File: src/rtl/tea_cbc_ctrl.sv
// CBC-mode controller in front of the TEA core.
// Chains plaintext with IV/ciphertext and streams results.
module tea_cbc_ctrl #(
  parameter int TIMEOUT_CYCLES = 256,
  parameter int CNT_W          = 16
) (
  input  logic             clk,
  input  logic             rst_n,
  input  logic             start,
  input  logic [63:0]      iv,
  input  logic [127:0]     key,
  input  logic             in_valid,
  output logic             in_ready,
  input  logic [63:0]      in_blk,
  input  logic             in_last,
  output logic             out_valid,
  input  logic             out_ready,
  output logic [63:0]      out_blk,
  output logic             out_last,
  output logic             core_ptxt_valid,
  output logic             core_key_valid,
  output logic [63:0]      core_ptxt_blk,
  output logic [127:0]     core_key,
  input  logic [63:0]      core_ctxt_blk,
  input  logic             core_ctxt_ready,
  output logic             busy,
  output logic [CNT_W-1:0] blk_cnt,
  output logic             timeout
);

  localparam int TW =
    (TIMEOUT_CYCLES > 2) ? $clog2(TIMEOUT_CYCLES) : 1;
  localparam logic [TW-1:0] WMAX = TW'(TIMEOUT_CYCLES - 1);

  typedef enum logic [2:0] {
    S_IDLE,
    S_WAIT_IN,
    S_ISSUE,
    S_WAIT_CT,
    S_OUT
  } state_e;

  state_e           state_q, state_d;
  logic [63:0]      chain_q, chain_d;
  logic [127:0]     key_q, key_d;
  logic [63:0]      data_q, data_d;
  logic             last_q, last_d;
  logic [63:0]      oblk_q, oblk_d;
  logic             olast_q, olast_d;
  logic [CNT_W-1:0] cnt_q, cnt_d;
  logic             tmo_q, tmo_d;
  logic [TW-1:0]    wcnt_q, wcnt_d;
  logic             req_q, req_d;

  // Next-state and datapath updates for the chaining FSM.
  always_comb begin
    state_d = state_q;
    chain_d = chain_q;
    key_d   = key_q;
    data_d  = data_q;
    last_d  = last_q;
    oblk_d  = oblk_q;
    olast_d = olast_q;
    cnt_d   = cnt_q;
    tmo_d   = tmo_q;
    wcnt_d  = wcnt_q;
    req_d   = 1'b0;
    unique case (state_q)
      S_IDLE: begin
        if (start) begin
          chain_d = iv;
          key_d   = key;
          cnt_d   = '0;
          tmo_d   = 1'b0;
          state_d = S_WAIT_IN;
        end
      end
      S_WAIT_IN: begin
        if (in_valid) begin
          data_d  = in_blk ^ chain_q;
          last_d  = in_last;
          state_d = S_ISSUE;
        end
      end
      S_ISSUE: begin
        if (!core_ctxt_ready) begin
          req_d   = 1'b1;
          wcnt_d  = '0;
          state_d = S_WAIT_CT;
        end
      end
      S_WAIT_CT: begin
        if (core_ctxt_ready) begin
          chain_d = core_ctxt_blk;
          oblk_d  = core_ctxt_blk;
          olast_d = last_q;
          state_d = S_OUT;
        end else if (wcnt_q == WMAX) begin
          tmo_d   = 1'b1;
          state_d = S_IDLE;
        end else begin
          wcnt_d  = wcnt_q + TW'(1);
        end
      end
      S_OUT: begin
        if (out_ready) begin
          cnt_d   = cnt_q + CNT_W'(1);
          state_d = olast_q ? S_IDLE : S_WAIT_IN;
        end
      end
      default: state_d = S_IDLE;
    endcase
  end

  // State and datapath registers with synchronous reset.
  always_ff @(posedge clk) begin
    if (!rst_n) begin
      state_q <= S_IDLE;
      chain_q <= '0;
      key_q   <= '0;
      data_q  <= '0;
      last_q  <= 1'b0;
      oblk_q  <= '0;
      olast_q <= 1'b0;
      cnt_q   <= '0;
      tmo_q   <= 1'b0;
      wcnt_q  <= '0;
      req_q   <= 1'b0;
    end else begin
      state_q <= state_d;
      chain_q <= chain_d;
      key_q   <= key_d;
      data_q  <= data_d;
      last_q  <= last_d;
      oblk_q  <= oblk_d;
      olast_q <= olast_d;
      cnt_q   <= cnt_d;
      tmo_q   <= tmo_d;
      wcnt_q  <= wcnt_d;
      req_q   <= req_d;
    end
  end

  assign in_ready        = (state_q == S_WAIT_IN);
  assign out_valid       = (state_q == S_OUT);
  assign busy            = (state_q != S_IDLE);
  assign out_blk         = oblk_q;
  assign out_last        = olast_q;
  assign core_ptxt_valid = req_q;
  assign core_key_valid  = req_q;
  assign core_ptxt_blk   = data_q;
  assign core_key        = key_q;
  assign blk_cnt         = cnt_q;
  assign timeout         = tmo_q;

endmodule
File: config.mk
export PLATFORM = sky130hd
export DESIGN_NAME = tea_cbc_ctrl
export DESIGN_NICKNAME = d
export VERILOG_FILES = /design/src/rtl/tea_cbc_ctrl.sv
export SDC_FILE = /design/constraint.sdc
export NUM_CORES = 1
export LEC_CHECK = 0
export ABC_AREA = 1
export CORE_AREA = 2 2 233 235
export CTS_CLUSTER_DIAMETER = 80
export CTS_CLUSTER_SIZE = 25
export DETAILED_ROUTE_END_ITERATION = 16
export DIE_AREA = 0 0 235 237
export DONT_BUFFER_PORTS = 1
export GPL_ROUTABILITY_DRIVEN = 0
export PLACE_DENSITY = 0.48
export SLEW_MARGIN = 10
export SYNTH_ARGS = -nofsm -noshare
export SYNTH_HDL_FRONTEND = slang
export SYNTH_SLANG_ARGS = --single-unit
File: constraint.sdc
create_clock -name clk -period 1.9 [get_ports clk]
set_input_delay 0.38 -clock clk [delete_from_list [all_inputs] [get_ports clk]]
set_output_delay 0.38 -clock clk [all_outputs]
set_load 0.01 [all_outputs]
==> flow_summary.json, run 1 <==
{
  "worstReg2RegEnd": "core_ptxt_blk[51]$_SDFFE_PN0P_",
  "grt_pass1_vias": 12300,
  "crit_required_ns": 1.52,
  "min-delay-start": "rst_n",
  "tightest_slew_ns": 1.13,
  "fin_hold_ws_ns": -0.000934,
  "crit_type": "register to output pin",
  "post-dp-hpwl_um": 34400,
  "rrSetupSlack_ns": 0.17,
  "p_per_area_nw_per_um2": 1240,
  "cts_made_buffers": 21,
  "clock_latency_ns": 0.57,
  "grt_overflow_total": 0,
  "areaGrowthSynthToFinish_pct": 26.7,
  "avgSynthCellArea_um2": 7.71,
  "finalHoldViolCount": 1,
  "cap_violations": 0,
  "ys_ff_latch": 351,
  "cts_tree": "yes",
  "drt-total-wl_um": 51400,
  "dieHeight_um": 237,
  "netlist_area_um2": 13900,
  "timing.final.crit_period_ns": 1.84,
  "drt_iter0_drc": 718,
  "ys_warn_count": 0,
  "cts_buffer_depth": 3,
  "violations": "hold timing",
  "io_pins": 606,
  "cts_root_buffer": "clkbuf_16",
  "io_buffer_count": 0,
  "grt_pass1_wl_um": 74700,
  "slew_violations": 0,
  "cp-start-kind": "register",
  "r2r-start": "state_q[1]$_SDFFE_PN0P_",
  "setup_viol": 0,
  "final_core_util_pct": 33.0,
  "htree_num_levels": 1,
  "vias": 12700,
  "hold_depth": 2,
  "firstDrtPassIters": 5,
  "clock-sinks": 351,
  "skew_ns": 0.0234,
  "wire_per_inst_um": 19.5,
  "cp_max_fo": 8,
  "hold_class": "input pin to register",
  "start_util_pct": 26.0,
  "hold_end": "chain_q[50]$_SDFFE_PN0P_",
  "dieArea_um2": 55700,
  "end_kind": "output pin",
  "critical_path_arrival_ns": 1.46,
  "rsz0062_at_grt": "yes",
  "total_power_mw": 21.8,
  "antenna_found_initial": 16,
  "grt_max_degree": 199,
  "syn_nets": 2126,
  "reg2regPathDepth": 8,
  "viasPerCell": 4.81,
  "power.leakage_nw": 6.49,
  "synth_cells": 1797,
  "peakVddDrop_mv": 0.676,
  "route.detailed.drc": 0,
  "path_clk_slew_ns": 0.09,
  "num_rows": 85,
  "max_freq_mhz": 544,
  "layout-drive-gt1-share_pct": 4.95,
  "coreArea_um2": 53300,
  "final_nets": 2256,
  "synth.distinct_cells": 27,
  "grt_use_total_pct": 17.1,
  "die_w_um": 235,
  "yosysSeqAreaShare_pct": 50.7,
  "drtAntennaViolNets": 0,
  "status": "complete, but fails checks",
  "relSlewSlack_pct": 24.4,
  "finalCritPeriodShare_pct": 96.7
}
-- cells in the final DEF, fill, tap and decap left out, types with 2 or more instances in the layout --
cell type | netlist | routed
dfxtp_1 | 351 | 348
nand2_1 | 322 | 319
a21oi_1 | 276 | 276
dlygate4sd3_1 | 0 | 200
inv_1 | 154 | 154
nand3_1 | 152 | 151
o21ai_0 | 145 | 145
a31oi_1 | 64 | 64
xor2_1 | 64 | 64
o21ai_1 | 57 | 57
nor2_1 | 50 | 50
buf_4 | 8 | 26
clkbuf_16 | 0 | 21
buf_12 | 0 | 17
diode_2 | 0 | 7
nor3_1 | 5 | 5
inv_6 | 0 | 4
clkinvlp_4 | 0 | 3
nand3b_1 | 2 | 2
nor2_4 | 0 | 2
nand2_2 | 0 | 2
ha_1 | 2 | 2
clkinv_8 | 0 | 2
clkbuf_1 | 97 | 2
bufbuf_16 | 0 | 2
buf_6 | 0 | 2
dfxtp_4 | 0 | 2
-- through the flow --
step                      hold WS [ns]  setup WS [ns]  cells  TNS [ns]  instance area, um^2
after floorplan                  0.441          0.421   1797         0                13900
after global placement           0.466          0.189   2391         0                14700
after detailed placement         0.479         0.0960   2391         0                14700
after CTS                      -0.0750        -0.0266   2626   -0.0266                17400
after global routing          -0.00459        -0.0190   2642   -0.0190                17600
final                        -0.000934         0.0628   2643         0                17600
-- per-layer routing --
metal | vias up | wire length, um | track usage (%)
met5 | - | 41 | 0
met4 | 8 | 1950 | 6.75
met3 | 100 | 5600 | 6.67
met2 | 578 | 25100 | 30.2
met1 | 5832 | 18700 | 18.3
li1 | 6203 | - | -
-- cell usage after synthesis (all sizes together) --
cell      n  area, um^2
ha        2        25.0
o21bai    1        7.51
nand3b    2        15.0
nand3   153         771
clkbuf   97         364
a31oi    64         400
o21ai   202        1010
or2       1        6.26
nor3b     1        7.51
inv     155         582
nor3      6        35.0
nand2   322        1210
and3      1        6.26
a21oi   276        1380
o211ai    1        7.51
o41ai     1        8.76
buf      44         231
xor2     64         561
nor2     53         206
dfxtp   351        7030
-- power breakdown --
group          leakage [nW]  total (mW)  internal [mW]  switching, mW
Clock                 0.332        5.17           2.33           2.85
Sequential             2.88        10.8           8.98           1.85
Combinational          3.28        5.75           2.36           3.39
Total                  6.49        21.8           13.7           8.09
-- state kept, by name (all words and copies together) (netlist names) --
signal,flops
blk_cnt,16
chain_q,64
core_key,128
core_key_valid,1
core_ptxt_blk,64
last_q,1
out_blk,64
out_last,1
state_q,3
timeout,1
wcnt_q,8
-- how the worst max path moves through the flow --
stage                                       start                        end  slack [ns]
after floorplan            wcnt_q[0]$_SDFFE_PN0P_     wcnt_q[1]$_SDFFE_PN0P_        0.42
after CTS                 state_q[1]$_SDFFE_PN0P_                  out_valid       -0.03
final                     state_q[1]$_SDFFE_PN0P_                   in_ready        0.06
after global placement    state_q[0]$_SDFFE_PN0P_  core_key[74]$_SDFFE_PN0P_        0.19
after global routing      state_q[1]$_SDFFE_PN0P_                   in_ready       -0.02
after detailed placement  state_q[0]$_SDFFE_PN0P_  core_key[60]$_SDFFE_PN0P_         0.1
-- repair_timing --
| action | 4_1_cts | 5_1_grt |
|---|---|---|
| hold endpoints to repair | 256 | 37 |
| setup buffers | 2 | 2 |
| gates resized for setup | 3 | 5 |
| setup endpoints to repair | 2 | 6 |
| hold buffers | 195 | 8 |
| pin swaps | 1 | 1 |
| gates cloned | 2 | 0 |
-- worst max-delay path, stage by stage, from the launching register on --
cell     delay, ns
dfxtp_4       0.37
buf_6         0.12
nor3_4        0.20
buf_12        0.19
-- cells by family (layout without fill, tap and decap cells) --
kind of cell	Yosys count	count (layout)	synth area share (%)
compound gates	545	545	20.3
xor+xnor	64	64	4.04
fa+ha+maj	2	2	0.180
buf+inv	296	439	8.49
flops	351	351	50.7
other cells	0	7	0
simple gates	539	539	16.3
-- layout make-up --
type	instances	area (um^2)
well taps	696	871
clock inverters	12	161
inverters	155	584
repair buffers	248	2650
clock buffers	24	547
multi-input cells	1150	5700
fillers	5550	35700
diodes	7	17.5
flip-flops and latches	351	7040
(Power assumes the default switching activity.)
==> run 2, diff against run 1 <==
SLEW_MARGIN = 40   (was 10)
==> run 2 against run 1 <==
  * The flow still finishes with violations (hold timing)
  * Largest power group unchanged
  * Clock power is essentially flat
  * Non-clock buffer count unchanged
  * Combinational power barely moved
  * Highest routed layer unchanged
  * Sequential power barely moved
  * Fmax unchanged
  * Cell count unchanged
  * Core utilization hardly changed
  * Routed wire length about the same
  * Critical endpoint unchanged
  * Cell area hardly changed
  * Critical path depth unchanged
==> flow_summary.json, run 2 (synthesis gave the netlist of run 1 again) <==
{
  "crit_required_ns": 1.52,
  "power.leakage_nw": 6.49,
  "min-delay-start": "rst_n",
  "die_w_um": 235,
  "finalCritPeriodShare_pct": 96.7,
  "areaGrowthSynthToFinish_pct": 26.7,
  "htree_num_levels": 1,
  "hold_depth": 2,
  "grt_pass1_vias": 12300,
  "crit_type": "register to output pin",
  "layout-drive-gt1-share_pct": 5.00,
  "antenna_found_initial": 16,
  "cp-start-kind": "register",
  "grt_max_degree": 199,
  "timing.final.crit_period_ns": 1.84,
  "firstDrtPassIters": 5,
  "n_fill_cell": 5550,
  "rsz0062_at_grt": "yes",
  "cts_tree": "yes",
  "coreArea_um2": 53300,
  "cts_buffer_depth": 3,
  "skew_ns": 0.0234,
  "wire_per_inst_um": 19.5,
  "setup_viol": 0,
  "grt_use_total_pct": 17.1,
  "path_clk_slew_ns": 0.09,
  "rrSetupSlack_ns": 0.18,
  "num_rows": 85,
  "start_util_pct": 26.0,
  "critical_path_arrival_ns": 1.46,
  "end_kind": "output pin",
  "max_freq_mhz": 544,
  "clock_latency_ns": 0.57,
  "drt-total-wl_um": 51400,
  "post-dp-hpwl_um": 34400,
  "cp_max_fo": 8,
  "largest_reg_flops": 128,
  "hold_class": "input pin to register",
  "io_pins": 606,
  "dieHeight_um": 237,
  "grt_pass1_wl_um": 74700,
  "viasPerCell": 4.81,
  "relSlewSlack_pct": 54.8,
  "dieArea_um2": 55700,
  "reg2regPathDepth": 8,
  "p_per_area_nw_per_um2": 1240,
  "fin_hold_ws_ns": -0.000934,
  "slew_violations": 0,
  "multiInputGateArea_um2": 5700,
  "drt_iter0_drc": 718,
  "violations": "hold timing",
  "finalHoldViolCount": 1,
  "drtAntennaViolNets": 0,
  "clock-sinks": 351,
  "cts_made_buffers": 21,
  "tightest_slew_ns": 0.675,
  "final_nets": 2256,
  "cap_violations": 0,
  "layout_common_cells": "348 x dfxtp_1, 319 x nand2_1, 276 x a21oi_1",
  "worstReg2RegEnd": "core_ptxt_blk[25]$_SDFFE_PN0P_",
  "crit_path_start": "state_q[1]$_SDFFE_PN0P_",
  "io_buffer_count": 0,
  "peakVddDrop_mv": 0.676,
  "status": "complete, but fails checks",
  "final_common_cell": "dfxtp_1",
  "final_core_util_pct": 33.0,
  "r2r-start": "state_q[1]$_SDFFE_PN0P_",
  "grt_overflow_total": 0,
  "seq_area_um2": 7040,
  "route.detailed.drc": 0,
  "cts_root_buffer": "clkbuf_16",
  "hold_end": "chain_q[50]$_SDFFE_PN0P_",
  "vias": 12700
}
==> run 2: critical path, stage by stage (launching register included) <==
cell and delay, ns:
dfxtp_4 0.37, buf_6 0.12, nor3_4 0.20, buf_12 0.19
==> run 2: worst max-delay path by stage <==
stage / endpoint / slack, ns / cells after the start
final: in_ready / 0.06 / 3
after global routing: in_ready / -0.02 / 3
after CTS: out_valid / -0.03 / 3
after detailed placement: core_key[60]$_SDFFE_PN0P_ / 0.1 / 6
after global placement: core_key[74]$_SDFFE_PN0P_ / 0.19 / 6
after floorplan: wcnt_q[1]$_SDFFE_PN0P_ / 0.42 / 9
==> run 2: cell type report <==
cell class              instances  share of cell area [%]
inverters                     155                    3.33
clock inverters                12                   0.919
clock buffers                  24                    3.11
diodes                          7                  0.0997
repair buffers                248                    15.1
well taps                     696                    4.96
multi-input cells            1150                    32.4
flip-flops and latches        351                    40.1
==> run 2: what timing repair did <==
item | 4_1_cts | 5_1_grt
pin swaps | 1 | 1
setup endpoints to repair | 2 | 6
hold endpoints to repair | 256 | 37
gates resized for setup | 3 | 5
setup buffers | 2 | 2
hold buffers | 195 | 8
gates cloned | 2 | 0
==> run 2: per-stage QoR <==
stage / setup slack [ns] / area [um^2] / setup TNS (ns) / power, mW / cells
3_3_place_gp: 0.189 / 14700 / 0 / 15.9 / 2391
3_5_place_dp: 0.0960 / 14700 / 0 / 16.0 / 2391
4_1_cts: -0.0266 / 17400 / -0.0266 / 21.9 / 2626
2_1_floorplan: 0.421 / 13900 / 0 / 14.2 / 1797
6_report: 0.0628 / 17600 / 0 / 21.8 / 2643
5_1_grt: -0.0190 / 17600 / -0.0190 / 23.1 / 2642
==> run 2: power by group <==
part	internal (mW)	total, mW	switching (mW)
Clock	2.33	5.17	2.85
Sequential	8.98	10.8	1.85
Combinational	2.36	5.75	3.39
==> run 2: routing by layer <==
metal	GRT usage, %	vias up	part of all wire, %
li1	-	6203	-
met1	18.3	5831	36
met2	30.2	578	49
met3	6.67	100	11
met4	6.75	8	3.8
met5	0	-	0.080
